$ cat src/rtl/frequency_analyzer_sequencer.sv
// Round-robin start/stop gate sequencer for a bank of frequency analyzers.
// Outputs are registered (1-cycle latency); no backpressure, free-running while enable is high.
module frequency_analyzer_sequencer #(
  parameter int CHANNELS     = 2,
  parameter int CLOCK        = 100000000,
  parameter int FREQUENCY    = 2000,
  parameter int SIGNAL_DELAY = 20,
  parameter int CNT_WIDTH    = 32,
  localparam int CH_W        = (CHANNELS > 1) ? $clog2(CHANNELS) : 1
) (
  input  logic                 clock,
  input  logic                 reset,
  input  logic                 enable,
  input  logic                 period_load,
  input  logic [CNT_WIDTH-1:0] period_value,
  output logic [CHANNELS-1:0]  start,
  output logic [CHANNELS-1:0]  stop,
  output logic                 window_done,
  output logic [CH_W-1:0]      window_channel,
  output logic [CNT_WIDTH-1:0] period_active
);

  localparam longint unsigned RESET_PERIOD_L = longint'(CLOCK) / longint'(FREQUENCY);
  localparam logic [CNT_WIDTH-1:0] RESET_PERIOD = CNT_WIDTH'(RESET_PERIOD_L);
  localparam logic [CNT_WIDTH-1:0] PULSE_LEN    = CNT_WIDTH'(SIGNAL_DELAY);
  localparam logic [CNT_WIDTH-1:0] MIN_PERIOD   = CNT_WIDTH'(SIGNAL_DELAY + 1);
  localparam logic [CH_W-1:0]      LAST_SLOT    = CH_W'(CHANNELS - 1);
  localparam logic [CHANNELS-1:0]  ONE_HOT0     = CHANNELS'(1);

  generate
    if (CHANNELS < 1) begin : g_bad_channels
      $error("CHANNELS must be >= 1");
    end
    if (SIGNAL_DELAY < 1) begin : g_bad_delay
      $error("SIGNAL_DELAY must be >= 1");
    end
    if (CNT_WIDTH < 64 && RESET_PERIOD_L >= (64'd1 << CNT_WIDTH)) begin : g_bad_width
      $error("CLOCK/FREQUENCY does not fit CNT_WIDTH");
    end
  endgenerate

  logic [CNT_WIDTH-1:0] tick_q, tick_d;
  logic [CH_W-1:0]      slot_q, slot_d;
  logic                 primed_q, primed_d;
  logic [CNT_WIDTH-1:0] period_q, period_d;
  logic [CNT_WIDTH-1:0] shadow_q, shadow_d;
  logic                 pending_q, pending_d;
  logic [CHANNELS-1:0]  start_q, start_d;
  logic [CHANNELS-1:0]  stop_q, stop_d;
  logic                 done_q, done_d;
  logic [CH_W-1:0]      wch_q, wch_d;
  logic [CH_W-1:0]      prev_slot;

  assign prev_slot = (slot_q == '0) ? LAST_SLOT : slot_q - CH_W'(1);

  always_comb begin
    tick_d    = tick_q;
    slot_d    = slot_q;
    primed_d  = primed_q;
    period_d  = period_q;
    shadow_d  = shadow_q;
    pending_d = pending_q;
    start_d   = '0;
    stop_d    = '0;
    done_d    = 1'b0;
    wch_d     = '0;

    if (enable) begin
      if (tick_q < PULSE_LEN) begin
        start_d = ONE_HOT0 << slot_q;
        if (primed_q) begin
          stop_d = ONE_HOT0 << prev_slot;
        end
      end
      if (tick_q == '0 && primed_q) begin
        done_d = 1'b1;
        wch_d  = prev_slot;
      end
      // Period reload only at the window boundary so a window is never resized mid-flight.
      if (tick_q == period_q - CNT_WIDTH'(1)) begin
        tick_d   = '0;
        slot_d   = (slot_q == LAST_SLOT) ? '0 : slot_q + CH_W'(1);
        primed_d = 1'b1;
        if (pending_q) begin
          period_d  = shadow_q;
          pending_d = 1'b0;
        end
      end else begin
        tick_d = tick_q + CNT_WIDTH'(1);
      end
    end else begin
      tick_d   = '0;
      slot_d   = '0;
      primed_d = 1'b0;
    end

    // A load on the wrap cycle re-arms pending, so it lands at the following wrap.
    if (period_load) begin
      shadow_d  = (period_value < MIN_PERIOD) ? MIN_PERIOD : period_value;
      pending_d = 1'b1;
    end
  end

  always_ff @(posedge clock) begin
    if (!reset) begin
      tick_q    <= '0;
      slot_q    <= '0;
      primed_q  <= 1'b0;
      period_q  <= RESET_PERIOD;
      shadow_q  <= '0;
      pending_q <= 1'b0;
      start_q   <= '0;
      stop_q    <= '0;
      done_q    <= 1'b0;
      wch_q     <= '0;
    end else begin
      tick_q    <= tick_d;
      slot_q    <= slot_d;
      primed_q  <= primed_d;
      period_q  <= period_d;
      shadow_q  <= shadow_d;
      pending_q <= pending_d;
      start_q   <= start_d;
      stop_q    <= stop_d;
      done_q    <= done_d;
      wch_q     <= wch_d;
    end
  end

  assign start          = start_q;
  assign stop           = stop_q;
  assign window_done    = done_q;
  assign window_channel = wch_q;
  assign period_active  = period_q;

endmodule

$ cat config.mk
export PLATFORM = sky130hd
export DESIGN_NAME = frequency_analyzer_sequencer
export DESIGN_NICKNAME = d
export VERILOG_FILES = /design/src/rtl/frequency_analyzer_sequencer.sv
export SDC_FILE = /design/constraint.sdc
export NUM_CORES = 1
export LEC_CHECK = 0
export CAP_MARGIN = 10
export CORE_AREA = 2 2 114 105
export DETAILED_ROUTE_END_ITERATION = 10
export DIE_AREA = 0 0 116 107
export HOLD_SLACK_MARGIN = 0.15
export PLACE_DENSITY_LB_ADDON = 0.1
export REMOVE_ABC_BUFFERS = 1
export SKIP_LAST_GASP = 1
export SYNTH_ARGS = -nofsm -noshare
export SYNTH_HDL_FRONTEND = slang
export SYNTH_SLANG_ARGS = --single-unit
$ cat constraint.sdc
create_clock -name clock -period 3.2 [get_ports clock]
set_clock_uncertainty 0.05 [all_clocks]
set_input_delay 0.96 -clock clock [delete_from_list [all_inputs] [get_ports clock]]
set_output_delay 0.96 -clock clock [all_outputs]
set_load 0.02 [all_outputs]
== Word level (Yosys, flattened, before mapping) ==
Cells that the tools add are included.

* Word-level logic and storage cells: 39
* Input port bits: 36
* Flip-flop bits (word level): 105
* Output and inout bits: 38

* Multiplexer cells: 7
* Order comparisons: 2
* Eq/ne operators: 1
* Bitwise gates (word level): 2
* Reductions and logical operators: 11
* Shift operators: 2
* $add $sub $neg: 4

{| class="wikitable"
|+ Operators by type and width
! cell !! number
|-
| $lt A32 B5 Y1 const B || 2
|-
| $add A32 B1 Y32 const B || 1
|-
| $eq A32 B32 Y1 || 1
|-
| $logic_not A32 Y1 || 1
|-
| $mux W32 || 1
|-
| $sub A32 B1 Y32 const B || 1
|-
| $reduce_and A3 Y1 || 3
|-
| $mux W1 || 6
|-
| $reduce_and A2 Y1 || 2
|-
| $reduce_and A4 Y1 || 1
|-
| $reduce_bool A2 Y1 || 2
|-
| $shl A1 B1 Y2 const A || 2
|-
| $reduce_or A3 Y1 || 1
|-
| $not A1 Y1 || 2
|-
| $add A1 B1 Y1 const B || 1
|-
| $logic_and A1 B1 Y1 || 1
|-
| $sub A1 B1 Y1 const B || 1
|}

== Depth between registers and ports, before layout ==
Gate-level depths: netlist of the first run.

* Depth in word-level cells: 5
* Mapped depth: 10
* Gate-level depth less buffers: 9

== Worst setup path after synthesis of the first run ==
Ideal clock, no wire load.

* Path kind: register to register
* From: register period_q[7] (netlist: period_active[7])
* To: register period_q[10] (netlist: period_active[10])
* Period minus slack after synthesis: 3.504 ns
* Data required time: 3.078 ns
* Path slack: -0.304 ns
* Library setup time: 0.072 ns
* Stages on the path, launching flop included: 11
* Arrival: 3.382 ns
* Buffers on the path: 3
* Path through: dfxtp_1 > buf_2 > or4_4 > or4_1 > buf_2 > or4_1 > xnor2_1 > nand4_2 > nor4_4 > buf_6 > mux2i_1

* Word-level cells in the longest chain between the ends: 3

{| class="wikitable"
|+ Ends and longest elaborated chain
! item !! line !! source
|-
| start, declared || 45 || <nowiki>logic [CNT_WIDTH-1:0] period_q, period_d;</nowiki>
|-
| start signal, assigned || 120 || <nowiki>period_q <= period_d;</nowiki>
|-
| $sub A32 B1 Y32 || 80 || <nowiki>if (tick_q == period_q - CNT_WIDTH'(1)) begin</nowiki>
|-
| $eq A32 B32 Y1 || 80 ||
|-
| $reduce_and A3 Y1 (no line) || n/a ||
|}

No other way between the ends.
A chain may end at the register's enable or synchronous reset.

== Worst setup path after layout of the first run ==
* From: register period_q[10] (netlist: period_active[10])
* To: register period_q[0] (netlist: period_active[0])

The elaborated chain is that of the path after synthesis.

==> results of run 1 <==
## layout make-up
| class | instances | area (um^2) | area share, % |
|---|---|---|---|
| Sequential cell | 105 | 2100 | 28.9 |
| Inverter | 10 | 37.5 | 0.515 |
| Tap cell | 156 | 195 | 2.68 |
| Clock buffer | 10 | 229 | 3.14 |
| Clock inverter | 6 | 67.6 | 0.927 |
| Timing Repair Buffer | 140 | 1400 | 19.2 |
| Multi-Input combinational cell | 463 | 3250 | 44.7 |
## per-layer routing
layer	track usage, %	part of all wire, %	vias to the layer above
met5	0	0	-
met4	7.82	2.4	0
met3	3.56	4.3	25
met2	37.2	45	130
met1	35.4	48	2327
li1	-	-	2411
## kinds of logic after synthesis
| kind of cell | share of synthesized area, % |
|---|---|
| AND/OR/NAND/NOR | 28.8 |
| flip-flops | 38.4 |
| XOR/XNOR | 11.2 |
| multiplexers | 11.1 |
| buffers and inverters | 3.81 |
| AO/OA/AOI/OAI | 6.05 |
| adder cells (fa/ha/maj) | 0.685 |
## registers in the layout, summed over array words and instances, names as in the netlist
register / flops
tick_q: 32
stop: 2
period_active: 32
window_channel: 1
start: 2
pending_q: 1
window_done: 1
primed_q: 1
shadow_q: 32
slot_q: 1
## timing repair
action	4_1_cts	5_1_grt
resized for setup	17	9
setup endpoints to repair	67	67
gates cloned	4	4
pin swaps	7	1
buffers inserted	7	0
## worst max-delay path: stages (launching register included)
cell,delay (ns)
dfxtp_2,0.33
or4_4,0.57
buf_6,0.15
nor4_4,0.27
a21oi_1,0.10
or4b_1,0.48
or4_4,0.46
nor4_4,0.17
buf_6,0.23
buf_12,0.15
mux2i_2,0.20
## power by group
part	leakage [nW]	internal, mW	switching [mW]	total (mW)
Clock	0.139	0.610	0.501	1.11
Combinational	1.66	0.0847	0.0729	0.158
Sequential	0.854	1.33	0.0162	1.35
## synth_stat cells (2+ instances only)
cell / instances / share of area (%)
buf_2: 5 / 0.46
and2_1: 6 / 0.69
o22ai_1: 2 / 0.23
nand3_1: 16 / 1.5
nor4_1: 22 / 2.5
o31ai_1: 4 / 0.55
nor3_1: 46 / 4.2
nand4b_1: 4 / 0.64
ha_1: 3 / 0.69
mux2i_1: 61 / 11
a31oi_1: 3 / 0.34
or4_4: 2 / 0.41
a221oi_1: 2 / 0.32
nand2b_1: 2 / 0.23
o2bb2ai_1: 2 / 0.32
and3_1: 8 / 0.91
or3_1: 7 / 0.80
nand4_2: 2 / 0.46
nor2b_1: 43 / 4.9
clkbuf_1: 26 / 1.8
xnor2_1: 38 / 6.1
dfxtp_1: 105 / 38
inv_1: 10 / 0.69
nor2_1: 16 / 1.1
o221a_2: 3 / 0.62
a41oi_1: 2 / 0.32
xor2_1: 32 / 5.1
o21ai_0: 9 / 0.82
nor4_4: 2 / 0.78
a21oi_1: 5 / 0.46
buf_6: 3 / 0.62
or2_2: 2 / 0.23
nand2_1: 74 / 5.1
or4_1: 9 / 1.2
buf_1: 4 / 0.27
nand4_1: 14 / 1.6
and4_1: 3 / 0.48
## worst paths after layout
path              cells after the start  slack, ns                       endpoint                           start
setup / recovery                     10      -0.04  period_active[0]$_SDFFE_PN0P_  period_active[10]$_SDFFE_PN0P_
hold / removal                        2       0.41             stop[1]$_SDFF_PN0_           primed_q$_SDFFE_PN0P_
setup reg to reg                     10      -0.04  period_active[0]$_SDFFE_PN0P_  period_active[10]$_SDFFE_PN0P_
hold reg to reg                       2       0.41             stop[1]$_SDFF_PN0_           primed_q$_SDFFE_PN0P_
## placed cells by master, fill, tap and decap left out, types with 5 or more instances in the layout
cell             synthesis  layout
or4_1                    9       5
nand4_1                 14      14
dfxtp_1                105     103
and2_1                   6       6
nor2b_1                 43      43
nand3_1                 16      16
inv_1                   10      10
mux2i_1                 61      60
xnor2_1                 38      37
buf_4                    0      53
a21oi_1                  5       5
o21ai_0                  9       9
nor3_1                  46      46
clkdlybuf4s50_1          0      71
or4_4                    2       6
nor4_2                   1       5
xor2_1                  32      32
nand2_1                 74      74
clkbuf_16                0      13
nor2_1                  16      16
or3_1                    7       7
and3_1                   8       8
nor4_1                  22      17
==> impl_metrics.toml, run 1 <==
[route]
drtIter0Drc = 327
totalWireLength_um = 15100
routedWlPerCell_um = 17.0
dr.pass1.iters = 5
drc = 0
dr_total_vias = 4893
via_per_inst = 5.50
drtAntennaViolNets = 0

[worst_setup_path]
critical_path_required_ns = 3.41
cp-start-kind = "register"
end_kind = "register"
critPathKind = "reg2reg"
cp.arrival_ns = 3.45
crit_fanout = 6

[yosys]
synth_area_per_cell_um2 = 8.90
netlist_instances = 616
synth-edff-count = 0
async_reset_ff_share_pct = 0
syn_area_um2 = 5480
yosys_warnings = 0
synthFlopType = "dfxtp_1"
synth.yosys.seq_area_share_pct = 38.4
ys_ff_latch = 105
yosysUniqueCellTypes = 56

[placed_design]
dp_slack_ns = -0.135
port_buffers = 73
placedInstanceArea_um2 = 6680
placedCellCount = 861
gp_congestion = 0.897
dp_hpwl_um = 10600

[clocking]
cts_tree = "done"
cts_made_buffers = 9
clock-sinks = 105
cts-htree-levels = 3
root_buffer = "clkbuf_16"
clk_pin_slew_ns = 0.07
holdBufCountCts = 0
clock_latency_ns = 0.35
clockBufferDepth = 2

[grt]
antenna_found_initial = 0
grtUsageTotal_pct = 24.4
grt_pass1_vias = 4711
grt_max_degree = 99
grt_pass1_wl_um = 23900
grt_overflow = 0

[floorplanning]
die_y_um = 107
dieArea_um2 = 12400
io-pin-count = 74
std_cell_rows = 37
start_util_pct = 48.9
die_x_um = 116
coreArea_um2 = 11200

[flow_run]
cap_violations = 0

[final_layout]
n_antenna_cell = 0
n_fill_cell = 951
area_delta_synth_final_pct = 33.0
layout-drive-gt1-share_pct = 15.7
finalNetCount = 768
final_util_pct = 65.0
design_area_um2 = 7290
fin_cells = 890

[sta]
rsz0062_at_grt = "yes"
hold_viol = 0
setup_slack_ns = -0.0392
report.final.slew_viol_count = 0
tns_ns = -0.668
tightest_slew_ns = 0.640
timing.hold.ws_ns = 0.406
max_freq_mhz = 309
fin_crit_sh_pct = 101
setup_viol = 29
maxSlewHeadroom_pct = 56.9
post-route-min-period_ns = 3.24

[min_path]
hp-class = "reg2reg"

[pwr]
vdd_drop_max_mv = 0.288
p_leak_nw = 2.65
finalPower_mw = 2.62
p_per_area_nw_per_um2 = 359

[outcome]
status = "finished, violations left"
violations = "negative setup slack"
No activity file was read; power rests on OpenSTA's default activity.
==> run 2: changes to the inputs <==
- clock period: 3.2 -> 2.8 ns (I/O delays scaled with it)
==> run 2 against run 1 <==
Effect of this change: the flow still finishes with violations (negative setup slack); combinational power rose by 20%; first-iteration DRC count rose by 20%; via count rose by 3.4%; flip-flop and latch count did not move; sequential power rose by 14%; design area rose by 6.7%; setup slack got worse by 0.45 ns; critical endpoint is now period_active[19]$_SDFFE_PN0P_.
==> impl_metrics.toml, run 2 (synthesis results as in run 1) <==
[pwr]
finalPower_mw = 3.20
p_per_area_nw_per_um2 = 411
p_leak_nw = 2.91
vdd_drop_max_mv = 0.394

[placed_design]
dp_slack_ns = -0.558
dp_hpwl_um = 11000
port_buffers = 73
gp_congestion = 0.879

[final_layout]
final_cell_mix = "dfxtp_1 (103), buf_4 (89), nand2_1 (74)"
finalNetCount = 806
multi_input_area_um2 = 3390
n_fill_cell = 909
regArea_um2 = 2100
final_common_cell = "dfxtp_1"
n_antenna_cell = 0
layout-drive-gt1-share_pct = 21.4
area_delta_synth_final_pct = 41.9

[floorplanning]
io-pin-count = 74
die_x_um = 116
start_util_pct = 48.9
die_y_um = 107
dieArea_um2 = 12400
coreArea_um2 = 11200
std_cell_rows = 37

[route]
dr.pass1.iters = 5
via_per_inst = 5.45
top_layer_used = "met4"
totalWireLength_um = 15700
routedWlPerCell_um = 16.9
drtAntennaViolNets = 0
dr_wl_met3_um = 765
drt-met1-wl_um = 7290
wl_met2_um = 7440
dr_total_vias = 5060
drc = 0
drtIter0Drc = 392

[clocking]
cts_tree = "done"
clock-sinks = 105
cts_made_buffers = 9
cts-htree-levels = 3
clockBufferDepth = 2
clock_latency_ns = 0.36
root_buffer = "clkbuf_16"
clk_pin_slew_ns = 0.07

[grt]
grt_max_degree = 50
grtUsageTotal_pct = 25.2
grt_pass1_vias = 4783
grt_pass1_wl_um = 24300
antenna_found_initial = 0
grt_overflow = 0

[sta]
setup_viol = 67
tns_ns = -29.27
setup_slack_ns = -0.489
maxSlewHeadroom_pct = 65.2
hold_viol = 0
post-route-min-period_ns = 3.29
fin_crit_sh_pct = 117
rsz0062_at_grt = "yes"
max_freq_mhz = 304
report.final.slew_viol_count = 0
tightest_slew_ns = 0.521

[worst_setup_path]
r2r_slack_ns = -0.49
path_buf_inv = 3
crit_family = "simple AND/OR/NAND/NOR gates"
cp.arrival_ns = 3.52
slowest_stage = "or4_4"
cp-start-kind = "register"
critPathKind = "reg2reg"
critical_path_required_ns = 3.03
cpPeakStageDelay_ns = 0.59
end_kind = "register"
path_cells = "or4_4 > nor4_4 > a21oi_1 > or4b_1 > or4_4 > nor4_4 > buf_6 > buf_12 > buf_12 > mux2i_1"
crit_fanout = 7

[outcome]
status = "finished, violations left"
violations = "negative setup slack"

[min_path]
hp-class = "reg2reg"

[flow_run]
cap_violations = 0
run 2: what timing repair did:
item | in CTS | in global routing
pin swaps | 11 | 13
resized for setup | 23 | 29
hold buffers | 0 | 0
setup endpoints to repair | 67 | 67
gates cloned | 5 | 4
setup buffers | 6 | 2
endpoints found under the hold margin | 0 | 0
run 2: stage by stage:
stage                     hold WS (ns)  utilization, %  instance area (um^2)  std cells
final                            0.408            69.4                  7770        928
after global routing             0.433            69.4                  7770        928
after detailed placement         0.399            62.0                  6950        898
after global placement           0.395            62.0                  6950        898
after floorplan                  0.382               -                  5310        578
after CTS                        0.412            67.7                  7580        925
run 2: metal layers:
metal  up-vias  GRT usage (%)
met5         -              0
met4         0           6.12
met3        17           6.78
met2       131           39.6
met1      2433           34.5
li1       2479              -
run 2: final timing paths:
kind                                                        to  depth (start not counted)                            from
worst max-delay path            period_active[19]$_SDFFE_PN0P_                         10  period_active[10]$_SDFFE_PN0P_
worst min-delay path            period_active[26]$_SDFFE_PN0P_                          2       shadow_q[26]$_SDFFE_PN0P_
worst max register to register  period_active[19]$_SDFFE_PN0P_                         10  period_active[10]$_SDFFE_PN0P_
worst min register to register  period_active[26]$_SDFFE_PN0P_                          2       shadow_q[26]$_SDFFE_PN0P_
run 2: worst min-delay path, stage by stage, from the launching register on:
cell,delay [ns]
dfxtp_1,0.31
nand2_1,0.05
mux2i_1,0.05
run 2: area by class of cell:
| type | instances | area share, % |
|---|---|---|
| multi-input cells | 463 | 43.5 |
| inverters | 10 | 0.483 |
| clock inverters | 6 | 1.35 |
| flip-flops and latches | 105 | 27.1 |
| repair buffers | 178 | 22.0 |
| clock buffers | 10 | 3.07 |
| well taps | 156 | 2.51 |
run 2: power breakdown:
part	switching, mW	internal [mW]
Clock	0.574	0.893
Combinational	0.0886	0.100
Sequential	0.0177	1.52
==> run 3: changes to the inputs <==
- GPL_ROUTABILITY_DRIVEN: not set -> 1
==> results of run 3 <==
No change in the layout: final DEF, timing and power equal those of run 2.
